==> src/rtl/arvi_bus_pkg.sv <==
// Shared bus definitions for the core-side bus fabric.
// Contents:
//   arb_state_e : arbiter FSM states (IDLE, GRANT, RELEASE)
//   BYTE_EN_W   : byte-enable width of the bus
//   rr_pick()   : round-robin search returning the winning index and a found flag
// XLEN defaults to 32 when the build does not define it.
`ifndef XLEN
`define XLEN 32
`endif

package arvi_bus_pkg;

    localparam int unsigned BYTE_EN_W    = 4;
    localparam int unsigned RR_MAX_N     = 8;
    localparam int unsigned RR_MAX_IDX_W = 3;

    typedef enum logic [1:0] {
        IDLE    = 2'd0,
        GRANT   = 2'd1,
        RELEASE = 2'd2
    } arb_state_e;

    typedef struct packed {
        logic                    found;
        logic [RR_MAX_IDX_W-1:0] idx;
    } rr_pick_t;

    // Scan last+1, last+2, ... modulo n; the first requester found wins.
    function automatic rr_pick_t rr_pick(
        input logic [RR_MAX_N-1:0]     req,
        input logic [RR_MAX_IDX_W-1:0] last,
        input int unsigned             n
    );
        rr_pick_t    res;
        int unsigned k;
        res.found = 1'b0;
        res.idx   = '0;
        for (int unsigned i = 1; i <= RR_MAX_N; i++) begin
            if ((i <= n) && !res.found) begin
                k = (32'(last) + i) % n;
                if (req[k[RR_MAX_IDX_W-1:0]]) begin
                    res.found = 1'b1;
                    res.idx   = k[RR_MAX_IDX_W-1:0];
                end
            end
        end
        return res;
    endfunction

endpackage

==> src/rtl/bus_arbiter_rr_priority_enc.sv <==
// rr_priority_enc: combinational round-robin picker.
// Ports:
//   req_i       : request vector, one bit per requester
//   last_i      : index served last (it becomes lowest priority)
//   grant_idx_o : winning index (0 when no request)
//   valid_o     : at least one request present
module rr_priority_enc
    import arvi_bus_pkg::*;
#(
    parameter int unsigned N     = 2,
    parameter int unsigned IDX_W = 1
) (
    input  logic [N-1:0]     req_i,
    input  logic [IDX_W-1:0] last_i,
    output logic [IDX_W-1:0] grant_idx_o,
    output logic             valid_o
);

    rr_pick_t pick;

    always_comb begin
        pick        = rr_pick(RR_MAX_N'(req_i), RR_MAX_IDX_W'(last_i), N);
        grant_idx_o = IDX_W'(pick.idx);
        valid_o     = pick.found;
    end

endmodule

==> src/rtl/bus_arbiter.sv <==
// bus_arbiter: round-robin arbiter multiplexing N single-outstanding core bus
// masters onto one shared slave bus; one transaction in flight at a time.
// Optional feature macro: BUS_ARB_ATOMIC_LOCK_EN (adds i_m_atomic and a lock
// that keeps the bus on one master across an atomic sequence).
// Ports:
//   i_clk, i_rst                  : clock, synchronous active-high reset
//   i_m_bus_en/wr_en/addr/wr_data/byte_en : flattened master requests
//   o_m_ack, o_m_rd_data          : one-hot ack and broadcast read data to masters
//   o_bus_en/wr_en/addr/wr_data/byte_en   : slave request (valid only in GRANT)
//   i_ack, i_rd_data              : slave completion and read data
//   o_grant_idx                   : current or last grant (debug)
//   o_busy                        : high while in GRANT
module bus_arbiter
    import arvi_bus_pkg::*;
#(
    parameter  int unsigned N_MASTERS = 2,
    parameter  int unsigned XLEN      = `XLEN,
    localparam int unsigned IDX_W     = $clog2(N_MASTERS)
) (
    input  logic                           i_clk,
    input  logic                           i_rst,
    input  logic [N_MASTERS-1:0]           i_m_bus_en,
    input  logic [N_MASTERS-1:0]           i_m_wr_en,
    input  logic [N_MASTERS*XLEN-1:0]      i_m_addr,
    input  logic [N_MASTERS*XLEN-1:0]      i_m_wr_data,
    input  logic [N_MASTERS*BYTE_EN_W-1:0] i_m_byte_en,
`ifdef BUS_ARB_ATOMIC_LOCK_EN
    input  logic [N_MASTERS-1:0]           i_m_atomic,
`endif
    output logic [N_MASTERS-1:0]           o_m_ack,
    output logic [XLEN-1:0]                o_m_rd_data,
    output logic                           o_bus_en,
    output logic                           o_wr_en,
    output logic [XLEN-1:0]                o_addr,
    output logic [XLEN-1:0]                o_wr_data,
    output logic [BYTE_EN_W-1:0]           o_byte_en,
    input  logic                           i_ack,
    input  logic [XLEN-1:0]                i_rd_data,
    output logic [IDX_W-1:0]               o_grant_idx,
    output logic                           o_busy
);

    arb_state_e       state_q, state_d;
    logic [IDX_W-1:0] grant_q, grant_d;
    logic [IDX_W-1:0] last_q, last_d;
    logic [IDX_W-1:0] pick_idx;
    logic             pick_valid;

`ifdef BUS_ARB_ATOMIC_LOCK_EN
    logic             lock_q, lock_d;
    logic [IDX_W-1:0] lock_idx_q, lock_idx_d;
`endif

    // Round-robin candidate from the current requests
    rr_priority_enc #(
        .N     (N_MASTERS),
        .IDX_W (IDX_W)
    ) u_rr_priority_enc (
        .req_i       (i_m_bus_en),
        .last_i      (last_q),
        .grant_idx_o (pick_idx),
        .valid_o     (pick_valid)
    );

    // State registers
    always_ff @(posedge i_clk) begin
        if (i_rst) begin
            state_q    <= IDLE;
            grant_q    <= '0;
            last_q     <= IDX_W'(N_MASTERS - 1);
`ifdef BUS_ARB_ATOMIC_LOCK_EN
            lock_q     <= 1'b0;
            lock_idx_q <= '0;
`endif
        end else begin
            state_q    <= state_d;
            grant_q    <= grant_d;
            last_q     <= last_d;
`ifdef BUS_ARB_ATOMIC_LOCK_EN
            lock_q     <= lock_d;
            lock_idx_q <= lock_idx_d;
`endif
        end
    end

    // Next-state and bus muxing
    always_comb begin
        state_d     = state_q;
        grant_d     = grant_q;
        last_d      = last_q;
`ifdef BUS_ARB_ATOMIC_LOCK_EN
        lock_d      = lock_q;
        lock_idx_d  = lock_idx_q;
`endif
        o_m_ack     = '0;
        o_m_rd_data = '0;
        o_bus_en    = 1'b0;
        o_wr_en     = 1'b0;
        o_addr      = '0;
        o_wr_data   = '0;
        o_byte_en   = '0;
        o_busy      = 1'b0;

        unique case (state_q)
            IDLE: begin
`ifdef BUS_ARB_ATOMIC_LOCK_EN
                // A locked master owns the bus; everyone else waits.
                if (lock_q) begin
                    if (i_m_bus_en[lock_idx_q]) begin
                        grant_d = lock_idx_q;
                        state_d = GRANT;
                    end
                end else if (pick_valid) begin
                    grant_d = pick_idx;
                    state_d = GRANT;
                end
`else
                if (pick_valid) begin
                    grant_d = pick_idx;
                    state_d = GRANT;
                end
`endif
            end

            GRANT: begin
                o_busy    = 1'b1;
                o_bus_en  = i_m_bus_en[grant_q];
                o_wr_en   = i_m_wr_en[grant_q];
                o_addr    = i_m_addr[32'(grant_q)*XLEN +: XLEN];
                o_wr_data = i_m_wr_data[32'(grant_q)*XLEN +: XLEN];
                o_byte_en = i_m_byte_en[32'(grant_q)*BYTE_EN_W +: BYTE_EN_W];
                if (!i_m_bus_en[grant_q]) begin
                    // Master withdrew: abort without ack, rotation untouched.
                    state_d = IDLE;
                end else if (i_ack) begin
                    o_m_ack[grant_q] = 1'b1;
                    o_m_rd_data      = i_rd_data;
                    state_d          = RELEASE;
`ifdef BUS_ARB_ATOMIC_LOCK_EN
                    if (!lock_q) begin
                        last_d = grant_q;
                    end
                    if (i_m_atomic[grant_q]) begin
                        lock_d     = 1'b1;
                        lock_idx_d = grant_q;
                    end else begin
                        lock_d     = 1'b0;
                    end
`else
                    last_d = grant_q;
`endif
                end
            end

            RELEASE: begin
                state_d = IDLE;
            end

            default: begin
                state_d = IDLE;
            end
        endcase
    end

    assign o_grant_idx = grant_q;

endmodule
==> config.mk <==
export PLATFORM = sky130hd
export DESIGN_NAME = bus_arbiter
export DESIGN_NICKNAME = d
export VERILOG_FILES = /design/src/rtl/arvi_bus_pkg.sv /design/src/rtl/bus_arbiter_rr_priority_enc.sv /design/src/rtl/bus_arbiter.sv
export SDC_FILE = /design/constraint.sdc
export NUM_CORES = 1
export LEC_CHECK = 0
export CORE_AREA = 3 3 108 110
export DETAILED_ROUTE_END_ITERATION = 12
export DIE_AREA = 0 0 111 113
export PLACE_DENSITY = 0.73
export SLEW_MARGIN = 20
export SYNTH_ARGS = -nofsm -noshare
export SYNTH_HDL_FRONTEND = slang
export SYNTH_SLANG_ARGS = --single-unit
==> constraint.sdc <==
create_clock -name i_clk -period 1.2 [get_ports i_clk]
set_clock_uncertainty 0.05 [all_clocks]
set_input_delay 0.12 -clock i_clk [delete_from_list [all_inputs] [get_ports i_clk]]
set_output_delay 0.12 -clock i_clk [all_outputs]
set_load 0.03 [all_outputs]
==> out/metrics.cfg <==
[routing]
wl_met2_mm=6.41
wire_per_inst_um=17.4
vias=2747
finalWirelength_mm=11.3
drt_iter0_drc=92
dr.pass1.iters=4
post-route-drc-count=0
via_per_inst=4.21
wl_met1_mm=4.05
antenna_left=0
top_layer=met4
met3WireLength_um=686

[synth]
yosysTopAreaCell=mux2i_1
yosys.area_share.simple=0.365
postSynthCellCount=213
netlist_top_cells_count=74 x nor2_1, 70 x mux2i_1, 32 x and2_1
async_flop_share=0
synth.distinct_cells=20
synth-edff-count=0
yosys-top-cells-area=mux2i_1 49%, nor2_1 19%, and2_1 14%
synth_seq_cells=4
yosysWarningCount=0
yosysSeqAreaShare=0.0559
synth-compound-area-share=0.0279
syn_nets=388
synth_adder_area_share=0
synth.most_common_cell=nor2_1
synth_mux_area_frac=0.489
ys.flop_type=dfxtp_1
synth_xor_area_frac=0
syn_area_per_cell_um2=6.73
synth_top_area_share=0.489
syn-cell-area_um2=1430
synth_top_family_by_area=multiplexers

[pwr]
swShare=0.419
p_per_area_nw_per_um2=567
p_seq_frac=0.046
p_comb_frac=0.863
p_int_mw=1.97
peakVddDrop_v=0.000476
switchingPower_mw=1.42
power_frac_clock=0.091
leakage_nw=2.27

[cts]
cts_hold_buf=0
cts-htree-levels=1
cts_root_buf=clkbuf_8
cts.clk_slew.worst_paths_ps=40
cts_max_path_buffers=2
clk_latency_ps=220
cts_tree=built
cts_sinks=4
numCtsBuffers=3

[setup_path]
end_kind=output port
endpoint=o_m_rd_data[4]
r2r_start=o_grant_idx
cp_slowest_stage_delay_ps=430
crit_fanout=32
critPathArrivalTime_ps=1470
cp-start-kind=flop
path_cells=mux2i_4 -> nor2_4 -> buf_12 -> and2_4 -> buf_6
worst-r2r-cell-count=4
reg2reg_to=last_q
path_class=flop to output port
required_ps=1030
reg2reg_slack_ps=-250
critPathSlowestCell=dfxtp_4
crit_path_start=o_grant_idx

[die]
die_h_um=113
die_x_um=111
die_area_um2=12500
fp-row-count=38
core_um2=10800
ios=281
start_util=0.133

[finish]
drive_gt1_frac=0.600
area_delta_synth_final_pct=318
final_cell_area_um2=5980
ff_latch_area_um2=85.1
stdcell_count=652
n_fill_cell=901
finalNetCount=688
antenna_cells=0
multi_input_area_um2=2200

[place]
place_area_um2=4590
numPortBuffers=280
dp_hpwl_mm=7.69
pre_cts_ws_ps=-422
placedCellCount=629
place_congestion=0.915

[timing]
fin_ws_ps=-445
whs_ps=296
worstMarginPinSlew_ps=248
slew_headroom=0.832
finalCritPeriodShare=1.37
fmax_ghz=0.608
slew_violations=0
min_period_ps=1640
hold_viol=0
rsz0062_at_grt=yes
setup_tns_ps=-40010
report.final.setup_viol=110

[global_route]
track_usage=0.138
grt_pass1_wl_mm=14.2
antenna_found_initial=0
grt_max_degree=43
grt_pass1_vias=2667
overflow=0

[status]
violations=negative setup slack
status=finished, violations left

[run]
drv_cap=0

[worst_hold_path]
hold_class=primary input to flop

==> cell type report <==
| cell class | instances | area share |
|---|---|---|
| inverter | 1 | 0.00146 |
| timing repair buffer | 314 | 0.580 |
| sequential | 4 | 0.0142 |
| tap | 140 | 0.0293 |
| clock buffer | 4 | 0.00753 |
| multi-input combinational | 189 | 0.368 |
==> worst min-delay path by stage <==
stage                      start     endpoint  slack, ps  cells after the start
after global routing       i_ack   state_q[0]        310                      3
after floorplan            i_rst  o_grant_idx        130                      1
final                      i_ack   state_q[0]        300                      3
after global placement    last_q       last_q        400                      1
after detailed placement  last_q       last_q        410                      1
after CTS                  i_ack   state_q[0]        300                      3
==> registers in the layout, summed over array words and instances (netlist names) <==
register and cells:
o_grant_idx 1, state_q 2, last_q 1
==> layer usage <==
layer  up-vias  global-route usage
met5         -                   0
met4         0              0.0279
met3        16              0.0262
met2       145               0.270
met1      1268               0.156
li1       1318                   -
==> what timing repair did <==
action,in CTS,in global routing
resized for setup,64,174
gates cloned,2,7
endpoints found under the setup margin,108,110
pin swaps,4,17
buffers inserted,5,5
==> placed cells by master, fill, tap and decap left out, drive strengths merged <==
| cell | instances |
|---|---|
| nand3 | 1 |
| buf | 136 |
| and2 | 32 |
| o22a | 1 |
| a21oi | 1 |
| a21bo | 1 |
| clkinv | 1 |
| nand2 | 2 |
| nor3b | 1 |
| dlygate4sd2 | 1 |
| or2 | 1 |
| mux2i | 70 |
| clkdlybuf4s50 | 173 |
| nor2 | 74 |
| nor3 | 1 |
| nand3b | 1 |
| dfxtp | 4 |
| a211oi | 1 |
| nand2b | 1 |
| clkbuf | 8 |
| a211o | 1 |
==> power by group through the flow <==
stage               logic [mW]  registers [mW]  clock network (mW)
finish                    2.93           0.157               0.308
global route              3.06           0.158               0.333
CTS                       2.31           0.153               0.308
detailed placement        2.14           0.154                   0
global placement          2.12           0.154                   0
floorplan                 1.07           0.154                   0
==> logic make-up after synthesis <==
| kind of cell | Yosys count |
|---|---|
| AOI/OAI and AO/OA | 5 |
| buffers and inverters | 20 |
| muxes | 70 |
| DFF | 4 |
| and+or+nand+nor | 114 |
==> through the flow <==
stage / power [mW] / util
2_1_floorplan: 1.22 / -
3_3_place_gp: 2.27 / 0.426
3_5_place_dp: 2.29 / 0.426
4_1_cts: 2.77 / 0.462
5_1_grt: 3.55 / 0.554
6_report: 3.39 / 0.554
==> critical path: cells and delay by family (launching register included) <==
kind,cells,cell delay [ps]
buffers and inverters,2,300
DFF,1,430
and+or+nand+nor,2,200
muxes,1,300
No activity file was read; power rests on OpenSTA's default activity.
